**src/rtl/dft_mul_arbiter.sv**
```systemverilog
// Round-robin arbiter sharing one pipelined 11x12 unsigned multiplier among N_REQ requesters.
// Define DFT_MUL_ARB_FIXED_PRIO_EN for fixed lowest-index-wins priority instead of round-robin.

module dft_mul_mul_11ns_12ns_23_4_1 (
  input  logic        clk,
  input  logic        ce,
  input  logic [10:0] din0,
  input  logic [11:0] din1,
  output logic [22:0] dout
);
  logic [10:0] a_p0;
  logic [11:0] b_p0;
  logic [22:0] prod_p1;
  logic [22:0] prod_p2;

  // Stage p0: operand capture; p1: product; p2: output register. Data-only, never reset.
  always_ff @(posedge clk) begin
    if (ce) begin
      a_p0    <= din0;
      b_p0    <= din1;
      prod_p1 <= {12'd0, a_p0} * {11'd0, b_p0};
      prod_p2 <= prod_p1;
    end
  end

  assign dout = prod_p2;
endmodule

module dft_mul_arbiter #(
  parameter int N_REQ = 4,
  parameter int ID_W  = 2
) (
  input  logic                  clk,
  input  logic                  reset,
  input  logic [N_REQ-1:0]      req_valid,
  input  logic [N_REQ*11-1:0]   req_a,
  input  logic [N_REQ*12-1:0]   req_b,
  output logic [N_REQ-1:0]      req_ready,
  output logic                  rsp_valid,
  output logic [ID_W-1:0]       rsp_id,
  output logic [22:0]           rsp_p,
  input  logic                  rsp_ready,
  output logic                  busy
);
  localparam int DATA_W = 11;
  localparam int COEF_W = 12;

  logic              adv;
  logic              gnt_any;
  logic [ID_W-1:0]   gnt_idx;
  logic              issue;
  logic [DATA_W-1:0] mul_a;
  logic [COEF_W-1:0] mul_b;
  logic [22:0]       mul_dout;

  logic              vld_p0, vld_p1, vld_p2;
  logic [ID_W-1:0]   id_p0, id_p1, id_p2;

  // A held response freezes the multiplier and every tag stage together.
  assign adv   = !(rsp_valid && !rsp_ready);
  assign issue = adv && gnt_any;

`ifdef DFT_MUL_ARB_FIXED_PRIO_EN
  always_comb begin
    gnt_any = 1'b0;
    gnt_idx = '0;
    for (int i = 0; i < N_REQ; i++) begin
      if (!gnt_any && req_valid[i]) begin
        gnt_any = 1'b1;
        gnt_idx = ID_W'(i);
      end
    end
  end
`else
  logic [ID_W-1:0] ptr;

  // Search starts one past the last winner so every requester gets a turn.
  always_comb begin
    int j;
    gnt_any = 1'b0;
    gnt_idx = '0;
    j = 0;
    for (int k = 1; k <= N_REQ; k++) begin
      j = int'(ptr) + k;
      if (j >= N_REQ) j = j - N_REQ;
      if (!gnt_any && req_valid[j]) begin
        gnt_any = 1'b1;
        gnt_idx = ID_W'(j);
      end
    end
  end

  always_ff @(posedge clk or posedge reset) begin
    if (reset)      ptr <= ID_W'(N_REQ - 1);
    else if (issue) ptr <= gnt_idx;
  end
`endif

  always_comb begin
    req_ready = '0;
    mul_a     = '0;
    mul_b     = '0;
    for (int i = 0; i < N_REQ; i++) begin
      if (issue && gnt_idx == ID_W'(i)) begin
        req_ready[i] = 1'b1;
        mul_a        = req_a[i*DATA_W +: DATA_W];
        mul_b        = req_b[i*COEF_W +: COEF_W];
      end
    end
  end

  dft_mul_mul_11ns_12ns_23_4_1 u_mul (
    .clk  (clk),
    .ce   (adv),
    .din0 (mul_a),
    .din1 (mul_b),
    .dout (mul_dout)
  );

  // Stages p0..p2 mirror the multiplier registers; the 4th stage is the response register.
  always_ff @(posedge clk or posedge reset) begin
    if (reset) begin
      vld_p0    <= 1'b0;
      vld_p1    <= 1'b0;
      vld_p2    <= 1'b0;
      id_p0     <= '0;
      id_p1     <= '0;
      id_p2     <= '0;
      rsp_valid <= 1'b0;
      rsp_id    <= '0;
      rsp_p     <= '0;
    end else if (adv) begin
      vld_p0    <= issue;
      vld_p1    <= vld_p0;
      vld_p2    <= vld_p1;
      id_p0     <= gnt_idx;
      id_p1     <= id_p0;
      id_p2     <= id_p1;
      rsp_valid <= vld_p2;
      rsp_id    <= id_p2;
      if (vld_p2) rsp_p <= mul_dout;
    end
  end

  assign busy = vld_p0 | vld_p1 | vld_p2 | rsp_valid;
endmodule

```
**config.mk**
```make
export PLATFORM = sky130hd
export DESIGN_NAME = dft_mul_arbiter
export DESIGN_NICKNAME = d
export VERILOG_FILES = /design/src/rtl/dft_mul_arbiter.sv
export SDC_FILE = /design/constraint.sdc
export NUM_CORES = 1
export LEC_CHECK = 0
export ABC_AREA = 1
export CORE_ASPECT_RATIO = 1.75
export CORE_MARGIN = 8
export CORE_UTILIZATION = 30
export DETAILED_ROUTE_END_ITERATION = 6
export GPL_ROUTABILITY_DRIVEN = 0
export GPL_TIMING_DRIVEN = 0
export SYNTH_ARGS = -nofsm -noshare
export SYNTH_HDL_FRONTEND = slang
export SYNTH_SLANG_ARGS = --single-unit
```
**constraint.sdc**
```tcl
create_clock -name clk -period 6.24 [get_ports clk]
set_clock_uncertainty 0.15 [all_clocks]
set_input_delay 1.248 -clock clk [delete_from_list [all_inputs] [get_ports clk]]
set_output_delay 1.248 -clock clk [all_outputs]
set_load 0.05 [all_outputs]
```
; Word level (Yosys, flattened, before mapping)
; Index checks and enable logic that the tools add are counted.
[word_totals]
wordCells = 90
in_bits = 99
output_inout_bits = 31
register_bits = 106
[op_classes]
n_eq_ne = 3
reduce_logical = 16
multipliers = 1
order_cmp = 8
mux = 36
n_bitwise = 4
addsub = 8
[op_table]
columns = op, count
row1 = 32-bit by 4-bit less-than comparator with 1-bit output (second input constant), 4
row2 = 32-bit 2-to-1 mux, 4
row3 = 12-bit 2-to-1 mux, 4
row4 = 11-bit 2-to-1 mux, 4
row5 = 11-bit by 12-bit multiplier with 23-bit output, 1
row6 = 1-bit 2-to-1 mux, 16
row7 = 3-bit by 3-bit subtractor with 4-bit output (second input constant), 3
row8 = 3-bit greater-or-equal comparator (second input constant), 3
row9 = 1-bit logical AND, 9
row10 = 1-bit binary-select mux with 2-bit select, 4
row11 = 2-bit 2-to-1 mux, 4
row12 = 2-bit by 2-bit adder with 3-bit output (second input constant), 2
row13 = 1-bit logical NOT, 5
row14 = 4-bit by 3-bit subtractor with 5-bit output (second input constant), 1
row15 = 2-bit by 3-bit adder with 4-bit output (second input constant), 1
row16 = 2-bit equality test (second input constant), 2
row17 = 4-bit by 3-bit greater-or-equal comparator with 1-bit output (second input constant), 1
row18 = 2-bit by 1-bit adder with 3-bit output (second input constant), 1
row19 = 1-bit bitwise OR, 3
row20 = 2-bit by 1-bit equality test with 1-bit output (second input constant), 1
row21 = 2-bit logical NOT, 1
row22 = 2-bit AND reduction, 1
row23 = 1-bit inverter, 1

; Longest topological paths before layout
[depth]
word_depth = 22
depth_mapped = 20
mapped_depth_nobuf = 19

; By module
; A second synthesis with hierarchy kept.
[unflattened]
hier_cells = 1157
area_unflattened_um2 = 9593.0
[by_module_without_submodules]
columns = module, cells_each, seq_area_each_um2, area_per_inst_um2, instances
row1 = dft_mul_mul_11ns_12ns_23_4_1, 758, 2072.0, 6780.3, 1
row2 = dft_mul_arbiter, 399, 928.4, 2812.7, 1

; Worst setup path before layout
; OpenSTA, ideal clock, no wires.
[synth_timing]
kind = register -> register
start = register u_mul.a_p0[2]
end = register u_mul.prod_p1[15] (data pin)
path_stages_with_launch = 18
arrival_time_ps = 4530
n_path_buf = 1
required_time_ps = 5825
setup_ps = 265
setup_slack_ps = 1294
period_less_slack_ps = 4946
path_cell_list = edfxtp_1 > clkbuf_1 > nand2_1 > fa_1 > inv_1 > fa_1 > fa_1 > fa_1 > inv_1 > fa_1 > inv_1 > ha_1 > a21oi_1 > a21boi_0 > nand2_1 > a31oi_1 > o21ai_0 > xor2_1
[synth_via]
elab_chain_cells = 1
[synth_rtl]
columns = item, line
row1 = "start, declared", 11  ; logic [10:0] a_p0;
row2 = "start signal, assigned", 19  ; a_p0 <= din0;
row3 = 11-bit by 12-bit multiplier with 23-bit output, 21  ; prod_p1 <= {12'd0, a_p0} * {11'd0, b_p0};
row4 = "end signal, assigned", 21
row5 = "end, declared", 13  ; logic [22:0] prod_p1;
; No other way between the ends.
; A chain may end at the register's enable or synchronous reset.

; Worst setup path after layout
[layout_timing]
start = register u_mul.a_p0[5]
end = register u_mul.prod_p1[21] (data pin)
; Same word-level chain as after synthesis.

==> impl_metrics.env <==
export IMPL_status="complete, no violations"
export IMPL_post_route_min_period_ns=5.70
export IMPL_final_nets=1439
export IMPL_die_h_um=247
export IMPL_fmax_ghz=0.175
export IMPL_drt_pass1_iterations=5
export IMPL_grt_overflow_total=0
export IMPL_worstHoldStart="u_mul.prod_p1[20]"
export IMPL_first_global_vias=7742
export IMPL_viasPerCell=4.53
export IMPL_wl_per_cell_um=15.0
export IMPL_synth_avg_cell_area_um2=8.76
export IMPL_synth_ff_type="edfxtp_1"
export IMPL_r2r_cells=16
export IMPL_pin_count=130
export IMPL_r2r_setup_slack_ns=0.54
export IMPL_syn_area_um2=9190
export IMPL_cts_root_buf="clkbuf_16"
export IMPL_final_cell_mix="nand2_1, inv_1, clkdlybuf4s50_1, fa_1, edfxtp_1"
export IMPL_diodes=0
export IMPL_grt_total_usage=0.133
export IMPL_post_cts_setup_buffer_count=0
export IMPL_worst_slack_ns=0.541
export IMPL_ys_seq_area_frac=0.327
export IMPL_rows=85
export IMPL_tritoncts="done"
export IMPL_dp_hpwl_um=20200
export IMPL_cts_htree_levels=3
export IMPL_r2r_start="u_mul.a_p0[5]"
export IMPL_drt_first_iter_violations=266
export IMPL_finalSetupViolCount=0
export IMPL_startpoint="u_mul.a_p0[5]"
export IMPL_drive_gt1_frac=0.0678
export IMPL_setup_tns_ns=0
export IMPL_critical_path_class="flip-flop to flip-flop"
export IMPL_netlist_area_leader_share=0.226
export IMPL_drt_antenna_violating_nets=0
export IMPL_drc=0
export IMPL_die_x_um=148
export IMPL_clock_path_buffers=2
export IMPL_r2r_end="u_mul.prod_p1[21]"
export IMPL_area_delta_synth_final_pct=23.0
export IMPL_tightest_slew_ns=0.844
export IMPL_cts_buffers=9
export IMPL_synthArstFlopShare=0.349
export IMPL_synth_distinct_cells=41
export IMPL_die_area_um2=36700
export IMPL_synth_largest_area_cell="edfxtp_1"
export IMPL_start_util=0.302
export IMPL_hold_viol_final=0
export IMPL_yosys_top_cells_area="edfxtp_1, fa_1, nand2_1"
export IMPL_synth_warning_count=0
export IMPL_rsz0062_at_grt="no"
export IMPL_finalWirelength_um=23700
export IMPL_slew_limit_headroom=0.437
export IMPL_yosys_register_bits=106
export IMPL_cts_sinks=106
export IMPL_postSynthCellCount=1049
export IMPL_timing_final_crit_share=0.913
export IMPL_maxSlewViolCount=0
export IMPL_critPathMaxFanout=10
export IMPL_cp_end_kind="flip-flop"
export IMPL_holdCritPathClass="flip-flop to flip-flop"
export IMPL_endpoint="u_mul.prod_p1[21]"
export IMPL_grt_pass1_wl_um=38300
export IMPL_post_place_ws_ns=0.558
export IMPL_cts_resized=0
export IMPL_crit_arrival_ns=5.65
export IMPL_clock_latency_ns=0.36
export IMPL_clkTransAtPathRegs_ns=0.08
export IMPL_port_buffers=129
export IMPL_layout_commonest_cell="nand2_1"
export IMPL_synth_nets=1298
export IMPL_required_ns=6.19
export IMPL_synth_edf_count=69
export IMPL_startpoint_type="flip-flop"
export IMPL_maxCapViolCount=0
export IMPL_antenna_found_initial=0
export IMPL_ctsHoldBuffers=0
export IMPL_grt_max_degree=56
export IMPL_vias=7185
export IMPL_coreArea_um2=30400
## registers in the layout, indices dropped and copies added (netlist names), 2 cells and up
| name | cells |
|---|---|
| rsp_p | 23 |
| u_mul.dout | 23 |
| u_mul.prod_p1 | 23 |
| u_mul.b_p0 | 12 |
| u_mul.a_p0 | 11 |
| id_p0 | 2 |
| id_p1 | 2 |
| id_p2 | 2 |
| ptr | 2 |
| rsp_id | 2 |
## kinds of logic after synthesis
group / synth area share
compound gates: 0.0546
xor+xnor: 0.0191
fa+ha+maj: 0.277
buf+inv: 0.118
flops: 0.327
mux: 0.0294
simple gates: 0.175
## per-stage QoR
step           cells  cell area [µm²]  hold slack [ns]  utilization
3_5_place_dp    1570            11000            0.255        0.362
6_report        1586            11300            0.270        0.372
4_1_cts         1586            11300            0.272        0.372
3_3_place_gp    1569            11000            0.253        0.361
5_1_grt         1586            11300            0.274        0.372
2_1_floorplan   1049             9190            0.250            -
## cell type report
cell class	instances	area (µm²)
buffer	43	205
clock buffer	10	229
clock inverter	6	75.1
fill	3163	19100
inverter	234	881
multi-input combinational	666	5100
sequential	106	3000
tap	391	489
timing repair buffer	130	1320
## per-layer routing
layer | track usage | vias to the layer above | routed length (µm)
li1 | - | 3510 | -
met1 | 0.128 | 3421 | 8400
met2 | 0.264 | 199 | 13300
met3 | 0.0232 | 55 | 1060
met4 | 0.0612 | 0 | 922
met5 | 0 | - | 0
## worst min-delay path by stage
stage                           to  slack [ns]  cells past startpoint
CTS                 u_mul.dout[20]        0.27                      0
detailed placement  u_mul.dout[20]        0.25                      0
floorplan            u_mul.dout[0]        0.25                      0
global route        u_mul.dout[13]        0.27                      0
finish              u_mul.dout[20]        0.27                      0
global placement    u_mul.dout[10]        0.25                      0
## synthesized netlist by cell type, drive strengths merged (4+ instances only)
| library cell | instances |
|---|---|
| o21bai | 4 |
| nand2 | 318 |
| mux2 | 24 |
| clkbuf | 26 |
| inv | 234 |
| buf | 17 |
| edfxtp | 69 |
| nand4 | 28 |
| nor2 | 21 |
| ha | 61 |
| o21ai | 45 |
| fa | 89 |
| nand3 | 12 |
| xor2 | 12 |
| a21o | 4 |
| a21oi | 28 |
| dfrtp | 35 |
| xnor2 | 8 |
## critical path, stage by stage (launching register included)
cell and delay (ns):
edfxtp_1 0.39, clkbuf_1 0.51, nand2_1 0.16, inv_1 0.12
fa_1 0.43, fa_1 0.56, fa_1 0.43, fa_1 0.50
inv_1 0.05, fa_1 0.47, inv_1 0.04, ha_1 0.37
nand4_1 0.17, nor4_1 0.55, nand4_1 0.30, nand3_1 0.18
xor2_1 0.07
Power is left out: the tool's default activity adds up to more than one toggle a clock period on the data nets, which glitch-free logic cannot reach.
